--- src/rtl/key_gen_search.sv ---
// RSA-style key search: computes n = p*q, phi = (p-1)*(q-1), then walks odd public
// exponents from E_START until one is coprime to phi and derives d = e^-1 mod phi.

module kg_mult #(
    parameter int WIDTH = 8
) (
    input  logic                 clk,
    input  logic                 rst_n,
    input  logic                 start,
    input  logic [WIDTH-1:0]     a,
    input  logic [WIDTH-1:0]     b,
    output logic [2*WIDTH-1:0]   product,
    output logic                 done
);
    localparam int CW = $clog2(WIDTH + 1);

    logic [2*WIDTH-1:0] mcand;
    logic [WIDTH-1:0]   mplier;
    logic [CW-1:0]      cnt;
    logic               run;

    // Shift-add multiplier: fixed WIDTH-cycle latency; product holds after done.
    // NOTE: sequential state uses non-blocking assignments so every register samples
    // pre-edge values; blocking here would make evaluation order change the result.
    always_ff @(posedge clk or negedge rst_n) begin
        if (!rst_n) begin
            product <= '0;
            mcand   <= '0;
            mplier  <= '0;
            cnt     <= '0;
            run     <= 1'b0;
            done    <= 1'b0;
        end else begin
            done <= 1'b0;
            if (start) begin
                product <= '0;
                mcand   <= {{WIDTH{1'b0}}, a};
                mplier  <= b;
                cnt     <= CW'(WIDTH);
                run     <= 1'b1;
            end else if (run) begin
                if (mplier[0])
                    product <= product + mcand;
                mcand  <= mcand << 1;
                mplier <= mplier >> 1;
                cnt    <= cnt - CW'(1);
                if (cnt == CW'(1)) begin
                    run  <= 1'b0;
                    done <= 1'b1;
                end
            end
        end
    end
endmodule

module kg_gcd #(
    parameter int N = 16
) (
    input  logic                clk,
    input  logic                rst_n,
    input  logic                start,
    input  logic [N-1:0]        a,
    input  logic [N-1:0]        b,
    output logic [N-1:0]        g,
    output logic signed [N-1:0] t,
    output logic                done
);
    logic [N-1:0]        r0, r1, quo, rem;
    logic signed [N-1:0] t0, t1, qt;
    logic                run;

    // Extended Euclid tracking only the b coefficient: s*a + t*b = gcd(a, b).
    // t stays within +/-a/2 when the gcd is 1, so it fits signed N bits.
    // NOTE: every always_comb output gets a value on all paths; a missed branch
    // would infer a latch.
    always_comb begin
        quo = '0;
        rem = '0;
        if (r1 != '0) begin
            quo = r0 / r1;
            rem = r0 % r1;
        end
        qt = $signed(quo) * t1;
    end

    always_ff @(posedge clk or negedge rst_n) begin
        if (!rst_n) begin
            r0   <= '0;
            r1   <= '0;
            t0   <= '0;
            t1   <= '0;
            run  <= 1'b0;
            done <= 1'b0;
        end else begin
            done <= 1'b0;
            if (start) begin
                r0  <= a;
                r1  <= b;
                t0  <= '0;
                t1  <= {{(N-1){1'b0}}, 1'b1};
                run <= 1'b1;
            end else if (run) begin
                if (r1 == '0) begin
                    run  <= 1'b0;
                    done <= 1'b1;
                end else begin
                    r0 <= r1;
                    r1 <= rem;
                    t0 <= t1;
                    t1 <= t0 - qt;
                end
            end
        end
    end

    assign g = r0;
    assign t = t0;
endmodule

module key_gen_search #(
    parameter  int WIDTH     = 8,
    parameter  int E_START   = 3,
    parameter  int MAX_TRIES = 16,
    localparam int TW        = $clog2(MAX_TRIES + 1)
) (
    input  logic                 clk,
    input  logic                 rst_n,
    input  logic                 start,
    input  logic [WIDTH-1:0]     p,
    input  logic [WIDTH-1:0]     q,
    output logic                 busy,
    output logic                 done,
    output logic [1:0]           err,
    output logic [WIDTH-1:0]     e,
    output logic [2*WIDTH-1:0]   d,
    output logic [2*WIDTH-1:0]   n,
    output logic [2*WIDTH-1:0]   phi,
    output logic [TW-1:0]        tries
);
    localparam int W2 = 2 * WIDTH;

    localparam logic [1:0] ERR_OK    = 2'b00;
    localparam logic [1:0] ERR_BAD   = 2'b01;
    localparam logic [1:0] ERR_TRIES = 2'b10;
    localparam logic [1:0] ERR_RANGE = 2'b11;

    typedef enum logic [2:0] {
        IDLE, CHECK_IN, MULT, GCD_GO, GCD_WAIT, EVAL, FIN
    } state_t;

    state_t state, state_nxt;

    logic [WIDTH-1:0]     p_r, q_r;
    logic [W2-1:0]        phi_prod, n_prod, gcd_g, g_r;
    logic signed [W2-1:0] gcd_t, t_r;
    logic                 phi_done, n_done, seen_phi, seen_n;
    logic                 mult_start, gcd_start, gcd_done;
    logic                 in_bad, mult_both, e_ge_phi, gcd_ok, tries_max, e_ovf;
    logic [WIDTH:0]       e_sum;

    kg_mult #(.WIDTH(WIDTH)) u_mult_phi (
        .clk(clk), .rst_n(rst_n), .start(mult_start),
        .a(p_r - WIDTH'(1)), .b(q_r - WIDTH'(1)),
        .product(phi_prod), .done(phi_done)
    );

    kg_mult #(.WIDTH(WIDTH)) u_mult_n (
        .clk(clk), .rst_n(rst_n), .start(mult_start),
        .a(p_r), .b(q_r),
        .product(n_prod), .done(n_done)
    );

    kg_gcd #(.N(W2)) u_gcd (
        .clk(clk), .rst_n(rst_n), .start(gcd_start),
        .a(phi), .b({{WIDTH{1'b0}}, e}),
        .g(gcd_g), .t(gcd_t), .done(gcd_done)
    );

    assign in_bad    = (p_r < WIDTH'(2)) || (q_r < WIDTH'(2)) || (p_r == q_r);
    assign mult_both = (seen_phi || phi_done) && (seen_n || n_done);
    assign e_ge_phi  = {{WIDTH{1'b0}}, e} >= phi;
    assign gcd_ok    = g_r == W2'(1);
    assign tries_max = tries == TW'(MAX_TRIES);
    assign e_sum     = {1'b0, e} + (WIDTH+1)'(2);
    assign e_ovf     = e_sum[WIDTH];

    always_ff @(posedge clk or negedge rst_n) begin
        if (!rst_n)
            state <= IDLE;
        else
            state <= state_nxt;
    end

    always_comb begin
        state_nxt = state;
        case (state)
            IDLE:     if (start) state_nxt = CHECK_IN;
            CHECK_IN: state_nxt = in_bad ? FIN : MULT;
            MULT:     if (mult_both) state_nxt = GCD_GO;
            GCD_GO:   state_nxt = e_ge_phi ? FIN : GCD_WAIT;
            GCD_WAIT: if (gcd_done) state_nxt = EVAL;
            EVAL:     state_nxt = (gcd_ok || tries_max || e_ovf) ? FIN : GCD_GO;
            FIN:      state_nxt = IDLE;
            default:  state_nxt = IDLE;
        endcase
    end

    always_comb begin
        busy       = (state != IDLE) && (state != FIN);
        done       = state == FIN;
        mult_start = (state == CHECK_IN) && !in_bad;
        gcd_start  = (state == GCD_GO) && !e_ge_phi;
    end

    // Results are cleared on an accepted start and then only written by the step
    // that decides them, so they hold through done until the next request.
    always_ff @(posedge clk or negedge rst_n) begin
        if (!rst_n) begin
            p_r      <= '0;
            q_r      <= '0;
            err      <= ERR_OK;
            e        <= WIDTH'(E_START);
            d        <= '0;
            n        <= '0;
            phi      <= '0;
            tries    <= '0;
            seen_phi <= 1'b0;
            seen_n   <= 1'b0;
            g_r      <= '0;
            t_r      <= '0;
        end else begin
            case (state)
                IDLE: if (start) begin
                    p_r      <= p;
                    q_r      <= q;
                    err      <= ERR_OK;
                    e        <= WIDTH'(E_START);
                    d        <= '0;
                    n        <= '0;
                    phi      <= '0;
                    tries    <= '0;
                    seen_phi <= 1'b0;
                    seen_n   <= 1'b0;
                end
                CHECK_IN: if (in_bad) err <= ERR_BAD;
                MULT: begin
                    seen_phi <= seen_phi || phi_done;
                    seen_n   <= seen_n || n_done;
                    if (mult_both) begin
                        phi   <= phi_prod;
                        n     <= n_prod;
                        e     <= WIDTH'(E_START);
                        tries <= '0;
                    end
                end
                GCD_GO: begin
                    if (e_ge_phi)
                        err <= ERR_RANGE;
                    else
                        tries <= tries + TW'(1);
                end
                GCD_WAIT: if (gcd_done) begin
                    g_r <= gcd_g;
                    t_r <= gcd_t;
                end
                EVAL: begin
                    if (gcd_ok)
                        d <= W2'(unsigned'(t_r)) + (t_r[W2-1] ? phi : '0);
                    else if (tries_max)
                        err <= ERR_TRIES;
                    else if (e_ovf)
                        err <= ERR_RANGE;
                    else
                        e <= e_sum[WIDTH-1:0];
                end
                default: ;
            endcase
        end
    end
endmodule

--- config.mk ---
export PLATFORM = sky130hd
export DESIGN_NAME = key_gen_search
export DESIGN_NICKNAME = d
export VERILOG_FILES = /design/src/rtl/key_gen_search.sv
export SDC_FILE = /design/constraint.sdc
export NUM_CORES = 1
export LEC_CHECK = 0
export CAP_MARGIN = 5
export CORE_ASPECT_RATIO = 1.4
export CORE_MARGIN = 8
export CORE_UTILIZATION = 50
export CTS_CLUSTER_DIAMETER = 100
export DETAILED_ROUTE_END_ITERATION = 8
export PLACE_DENSITY = 0.67
export SLEW_MARGIN = 40
export SYNTH_ARGS = -nofsm -noshare
export SYNTH_HDL_FRONTEND = slang
export SYNTH_HIERARCHICAL = 1
export SYNTH_SLANG_ARGS = --single-unit
--- constraint.sdc ---
create_clock -name clk -period 33.2 [get_ports clk]
set_input_delay 3.32 -clock clk [delete_from_list [all_inputs] [get_ports clk]]
set_output_delay 3.32 -clock clk [all_outputs]
set_load 0.01 [all_outputs]
# Word-level counts from Yosys, hierarchy flattened
# Index checks and enable logic that the tools add are counted.
# totals
register_bits,274
output_inout_bits,65
word_cells,194
# op_classes
div,2
mul,1
add_sub_neg,10
n_eq_ne,24
mux,85
magnitude_cmp,3
n_reduce_logical,38
# ops
cell,count
2-to-1 mux 16 bit,29
one-hot mux 16 bit (2 select lines),3
2-to-1 mux 8 bit,9
adder 16 bit,3
one-hot mux 8 bit (3 select lines),1
"!= test 2 bit, second input constant",10
2-to-1 mux 1 bit,19
one-hot mux 3 bit (6 select lines),1
divider 16 x 16 -> 16 bit,1
"== test 16 x 1 -> 1 bit, second input constant",1
>= comparator 8 x 16 -> 1 bit,1
zero test 16 bit,1
"< comparator 8 x 2 -> 1 bit, second input constant",2
remainder unit 16 x 16 -> 16 bit,1
multiplier 16 x 16 -> 16 bit,1
2-to-1 mux 4 bit,4
nonzero test 16 bit,1
subtractor 16 bit,1
"subtractor 8 x 1 -> 8 bit, second input constant",2
2-to-1 mux 3 bit,5
2-to-1 mux 5 bit,3
one-hot mux 5 bit (3 select lines),1
2-to-1 mux 2 bit,7
nonzero test 2 bit,7
other kinds (23),49

# Longest topological paths before layout
# depth
depth_word,7
depth_mapped,157

# By module
# The synthesis kept the hierarchy.
# modules_own_cells
mod,area_each_um2,seq_area_each_um2,instances,cells_each
kg_gcd,14355.0,1651.6,1,1814
key_gen_search,6184.7,2905.3,1,622
kg_mult,2736.4,1151.1,2,300

# Worst setup path before layout
# Ideal clock, no wire load.
# synth_timing
kind,register -> register
from,register u_gcd.r1[15]
to,register u_gcd.t1[15]
path_slack_ns,2.520
t_arrival_ns,30.549
setup_time_ns,0.131
required_time_ns,33.069
path_stages_with_launch,138
cell_sequence,dfrtp_1 -> buf_6 -> nor4_4 -> and2_1 -> buf_4 -> buf_2 -> a41oi_1 -> a31oi_1 -> ha_1 -> o21a_1 -> o21ai_0 -> nor3_1 -> o2bb2ai_1 -> ha_1 -> o211ai_1 -> a21oi_1 -> and3_1 -> clkbuf_1 -> [... 102 more ...] -> a31oi_1 -> clkbuf_1 -> clkbuf_1 -> and3_1 -> fa_1 -> fa_1 -> ha_1 -> fa_1 -> fa_1 -> fa_1 -> xnor2_1 -> xnor2_1 -> xnor2_1 -> xnor2_1 -> xnor2_1 -> xnor3_1 -> xnor2_1 -> o21ai_1
# synth_between
elab_chain_len,7
elab_cells_between_ends,11
# synth_rtl
item,line_no,text
from (decl),68,"logic [N-1:0] r0, r1, quo, rem;"
from (signal assigned),108,r1 <= rem;
divider 16 x 16 -> 16 bit or nonzero test 16 bit (tied branches),"80, 79",
2-to-1 mux 16 bit,79,if (r1 != '0) begin
multiplier 16 x 16 -> 16 bit,83,qt = $signed(quo) * t1;
subtractor 16 bit,110,t1 <= t0 - qt;
2-to-1 mux 16 bit,103,if (r1 == '0) begin
2-to-1 mux 16 bit,102,end else if (run) begin
2-to-1 mux 16 bit,96,if (start) begin
to (signal assigned),100,"t1 <= {{(N-1){1'b0}}, 1'b1};"
to (signal assigned),110,
to (decl),69,"logic signed [N-1:0] t0, t1, qt;"
# Several ways; a longest one is shown, not always the timed one. The select of a mux whose other input is x is not followed.
# A chain may end at the register's enable or synchronous reset.

# Worst setup path after layout
# layout_timing
from,register u_gcd.r1[14]
to,register u_gcd.t1[15]
# The elaborated chain is that of the path after synthesis.

==> reports/summary.log <==
INFO  detailed_routing via_count=23100
INFO  sta            final.setup.worst_slack=1.97ns
INFO  layout         antennaDiodeCount=0
INFO  synth          yosysWarningCount=6
INFO  clocking       clk_transition_reported_paths=0.07ns
INFO  clocking       cts_made_buffers=30
INFO  floorplanning  dieWidth=209µm
INFO  layout         layout.filler_cells=4769
INFO  place          preCtsSetupSlack=0.0331ns
INFO  detailed_routing drt-total-wl=83000µm
INFO  setup_path     crit_slowest_cell=fa_1
INFO  global_route   pin_count_of_the_biggest_net_entering_global_routing=102
INFO  detailed_routing detail-route-antenna-nets=0
INFO  detailed_routing viasPerCell=6.12
INFO  setup_path     worst_path_most_repeated_cell=ha_1
INFO  synth          synth_edf_count=0
INFO  synth          ys_dominant_reg_cell=dfrtp_1
INFO  sta            min_period_over_period=94.1%
INFO  layout         final_net_count=3464
INFO  setup_path     timing.critical_path.fanout_max=17
INFO  detailed_routing remaining_drc_errors=0
INFO  synth          post_synth.cell_area_avg=8.57µm²
INFO  clocking       cts.htree.levels=1
INFO  hold_path      holdPathStages=2
INFO  status         outcome=complete, no violations
INFO  layout         syn_to_final_growth=12.0%
INFO  sta            tightest_slew=0.838ns
INFO  sta            setup_viol=0
INFO  hold_path      holdCritPathClass=reg -> reg
INFO  global_route   grt_first_pass_wirelength=130000µm
INFO  detailed_routing detailedRoute.firstIterationViolations=1731
INFO  setup_path     setup.worst_path.start_class=flop
INFO  clocking       max-clock-path-buffers=3
INFO  setup_path     cp.required=33.68ns
INFO  sta            fin_worst_hold_slack=0.476ns
INFO  floorplanning  die_h=286µm
INFO  setup_path     worst_setup_end_kind=flop
INFO  hold_path      min_from=n[10]$_DFFE_PN0P_
INFO  floorplanning  initial_utilization=50.2%
INFO  place          dp_hpwl=63300µm
INFO  detailed_routing wl_met2=41900µm
INFO  setup_path     critical-path-top-delay-family=compound AO/OA/AOI/OAI gates
INFO  sta            maxSlewHeadroom=44.1%
INFO  setup_path     worst-setup-path-type=reg -> reg
INFO  place          gp_routability_congestion=0.945
INFO  synth          synth_seq_area_share=26.4%
INFO  setup_path     critical_path.n_buffers_inverters=12
INFO  sta            period_needed=31.23ns
INFO  sta            maximum_clock_skew_at_final_layout=0.0248ns
INFO  setup_path     cp.arrival=31.71ns
INFO  detailed_routing dr_wl_met3=4310µm
INFO  setup_path     ff2ff_path_depth=129
INFO  sta            timing.final.max_slew_violations=0
INFO  hold_path      hold-path-endpoint=n[10]$_DFFE_PN0P_
INFO  synth          ys_async_sr_fraction=100%
INFO  clocking       clock_tree.root_cell=clkbuf_16
INFO  sta            max_freq=32.0MHz
INFO  detailed_routing detail_route.first_pass.iterations=6
INFO  setup_path     rr_endpoint=u_gcd/t1[15]$_DFFE_PN0P_
INFO  clocking       clock_latency=0.60ns
INFO  place          placement.io_buffers=83
INFO  clocking       clock_tree_from_tritoncts=done
INFO  global_route   grt_pass1_vias=23600
INFO  sta            finalHoldViolCount=0
INFO  run            max_cap_viol_count=0
INFO  floorplanning  core_area=0.0518mm²
INFO  setup_path     regToRegSetupSlack=1.97ns
INFO  global_route   antenna_found_initial=0
INFO  setup_path     worstReg2RegStart=u_gcd/r1[14]$_DFFE_PN0P_
INFO  synth          synth_cell_types=102
INFO  detailed_routing route.top_layer_used=met4
INFO  global_route   total_track_usage=27.2%
INFO  synth          synth.ff_latch_count=274
INFO  synth          gate_count_after_technology_mapping=3036
INFO  detailed_routing met1Wirelength=32000µm
INFO  detailed_routing wl_per_cell=22.0µm
INFO  clocking       clkSinkCount=274
INFO  setup_path     worstSetupStartpoint=u_gcd/r1[14]$_DFFE_PN0P_
INFO  floorplanning  io_pins=84
INFO  layout         share_of_post_route_cells_with_drive_strength_above_1=9.64%
INFO  floorplanning  rows=99
INFO  synth          synth_area=0.0260mm²
INFO  global_route   grt.overflow.total=0
INFO  setup_path     cpPeakStageDelay=0.56ns
INFO  floorplanning  die-area=0.0597mm²
-- Yosys cell counts (8+ instances only) --
| master | count | area share [%] |
|---|---|---|
| nand2_1 | 376 | 5.4 |
| a211o_1 | 9 | 0.30 |
| nor4_1 | 15 | 0.36 |
| nand2b_1 | 24 | 0.58 |
| a21boi_0 | 10 | 0.29 |
| a31oi_1 | 29 | 0.70 |
| nor2_1 | 192 | 2.8 |
| or2_2 | 19 | 0.46 |
| xor2_1 | 61 | 2.1 |
| o211ai_1 | 33 | 0.95 |
| dfrtp_1 | 272 | 26 |
| ha_1 | 258 | 12 |
| o21ai_1 | 9 | 0.17 |
| nor3_1 | 106 | 2.0 |
| o21ai_0 | 197 | 3.8 |
| inv_1 | 212 | 3.1 |
| mux2_2 | 63 | 2.7 |
| a41oi_1 | 9 | 0.30 |
| nand4_1 | 17 | 0.41 |
| buf_2 | 20 | 0.38 |
| nor3b_1 | 14 | 0.40 |
| or3_1 | 26 | 0.63 |
| clkbuf_1 | 102 | 1.5 |
| o21bai_1 | 12 | 0.35 |
| nand3_1 | 97 | 1.9 |
| and2_1 | 28 | 0.67 |
| a221o_1 | 9 | 0.35 |
| xnor2_1 | 85 | 2.9 |
| a211oi_1 | 38 | 1.1 |
| o21a_1 | 55 | 1.6 |
| o31ai_1 | 19 | 0.55 |
| a22o_1 | 16 | 0.54 |
| nor2b_1 | 16 | 0.38 |
| a21oi_1 | 145 | 2.8 |
| and3_1 | 62 | 1.5 |
| buf_1 | 16 | 0.23 |
| fa_1 | 98 | 7.5 |
| o311ai_0 | 8 | 0.27 |
| a21o_1 | 46 | 1.3 |
| mux2i_1 | 77 | 3.0 |
-- routing by layer --
metal | global-route usage (%) | vias up
met4 | 14.1 | 0
met1 | 30.8 | 11300
li1 | - | 10900
met5 | 0 | -
met3 | 3.58 | 226
met2 | 49.5 | 712
-- worst max-delay path by stage --
stage	slack [ns]	to	cells past startpoint
detailed placement	0.03	u_gcd/t1[15]$_DFFE_PN0P_	126
floorplan	2.52	u_gcd/t1[15]$_DFFE_PN0P_	137
finish	1.97	u_gcd/t1[15]$_DFFE_PN0P_	129
CTS	0.15	u_gcd/t1[15]$_DFFE_PN0P_	126
global route	-0.02	u_gcd/t1[14]$_DFFE_PN0P_	137
global placement	0.72	u_gcd/t1[15]$_DFFE_PN0P_	127
-- area by class of cell --
type                    count  area (µm²)  area share (%)
clock buffers              34         796            2.73
clock inverters            22         338            1.16
inverters                 214         803            2.76
multi-input cells        2415       18100            62.1
flip-flops and latches    274        6860            23.5
well taps                 656         821            2.82
repair buffers            154        1430            4.89
-- flip-flops by register name, summed over array words and instances (netlist names), 3 cells and up --
register	flops
d	16
e	8
g_r	16
n	16
p_r	8
phi	16
q_r	8
state	3
t_r	16
tries	5
u_gcd/g	16
u_gcd/r1	16
u_gcd/t	16
u_gcd/t1	16
u_mult_n/cnt	4
u_mult_n/mcand	16
u_mult_n/mplier	8
u_mult_n/product	16
u_mult_phi/cnt	4
u_mult_phi/mcand	16
u_mult_phi/mplier	8
u_mult_phi/product	16
-- worst min-delay path: stages, from the launching register on --
cell and delay [ns]:
dfrtp_1 0.34, nand2_1 0.05, nand2_1 0.05
-- timing repair --
item	4_1_cts	5_1_grt
setup buffers	0	16
endpoints found under the setup margin	3	15
hold buffers	0	0
pin swaps	0	9
resized for setup	2	48
-- placed cells by master (no fill, tap or decap), drive strengths merged, types with 17 or more instances in the layout --
cell and count:
o21a 55, a21oi 148, a211oi 39, o211ai 34, inv 216, mux2i 77, buf 72, o21ai 207
nand4 17, fa 98, or3 28, a21o 46, nand3 97, clkbuf 34, nand2 379, nand2b 24
or2 20, dfrtp 272, xnor2 85, ha 258, xor2 61, and2 30, and3 62, nor2 192
mux2 67, o31ai 21, a31oi 29, clkdlybuf4s50 82, nor3 108
-- metrics by stage --
step	area, µm²	std cells	util, %	setup TNS, ns
2_1_floorplan	26000	3043	-	0
3_3_place_gp	27600	3695	53.4	0
6_report	29100	3769	56.3	0
3_5_place_dp	27700	3697	53.5	0
4_1_cts	28800	3753	55.7	0
5_1_grt	29100	3769	56.3	-0.0194
-- cells by family (layout without fill, tap and decap cells) --
family | Yosys count | after routing | share of synthesized area, %
and+or+nand+nor | 1037 | 1037 | 19.0
AOI/OAI and AO/OA | 721 | 721 | 18.4
adders and majority gates | 356 | 356 | 20.0
buffers and inverters | 354 | 424 | 5.25
DFF | 274 | 274 | 26.4
xor gates and xnor gates | 149 | 149 | 5.18
muxes | 144 | 144 | 5.88
other | 1 | 8 | 0.0144
Power is not shown: default switching activity piles up to over one toggle a cycle in this logic, so the estimate is an artifact.
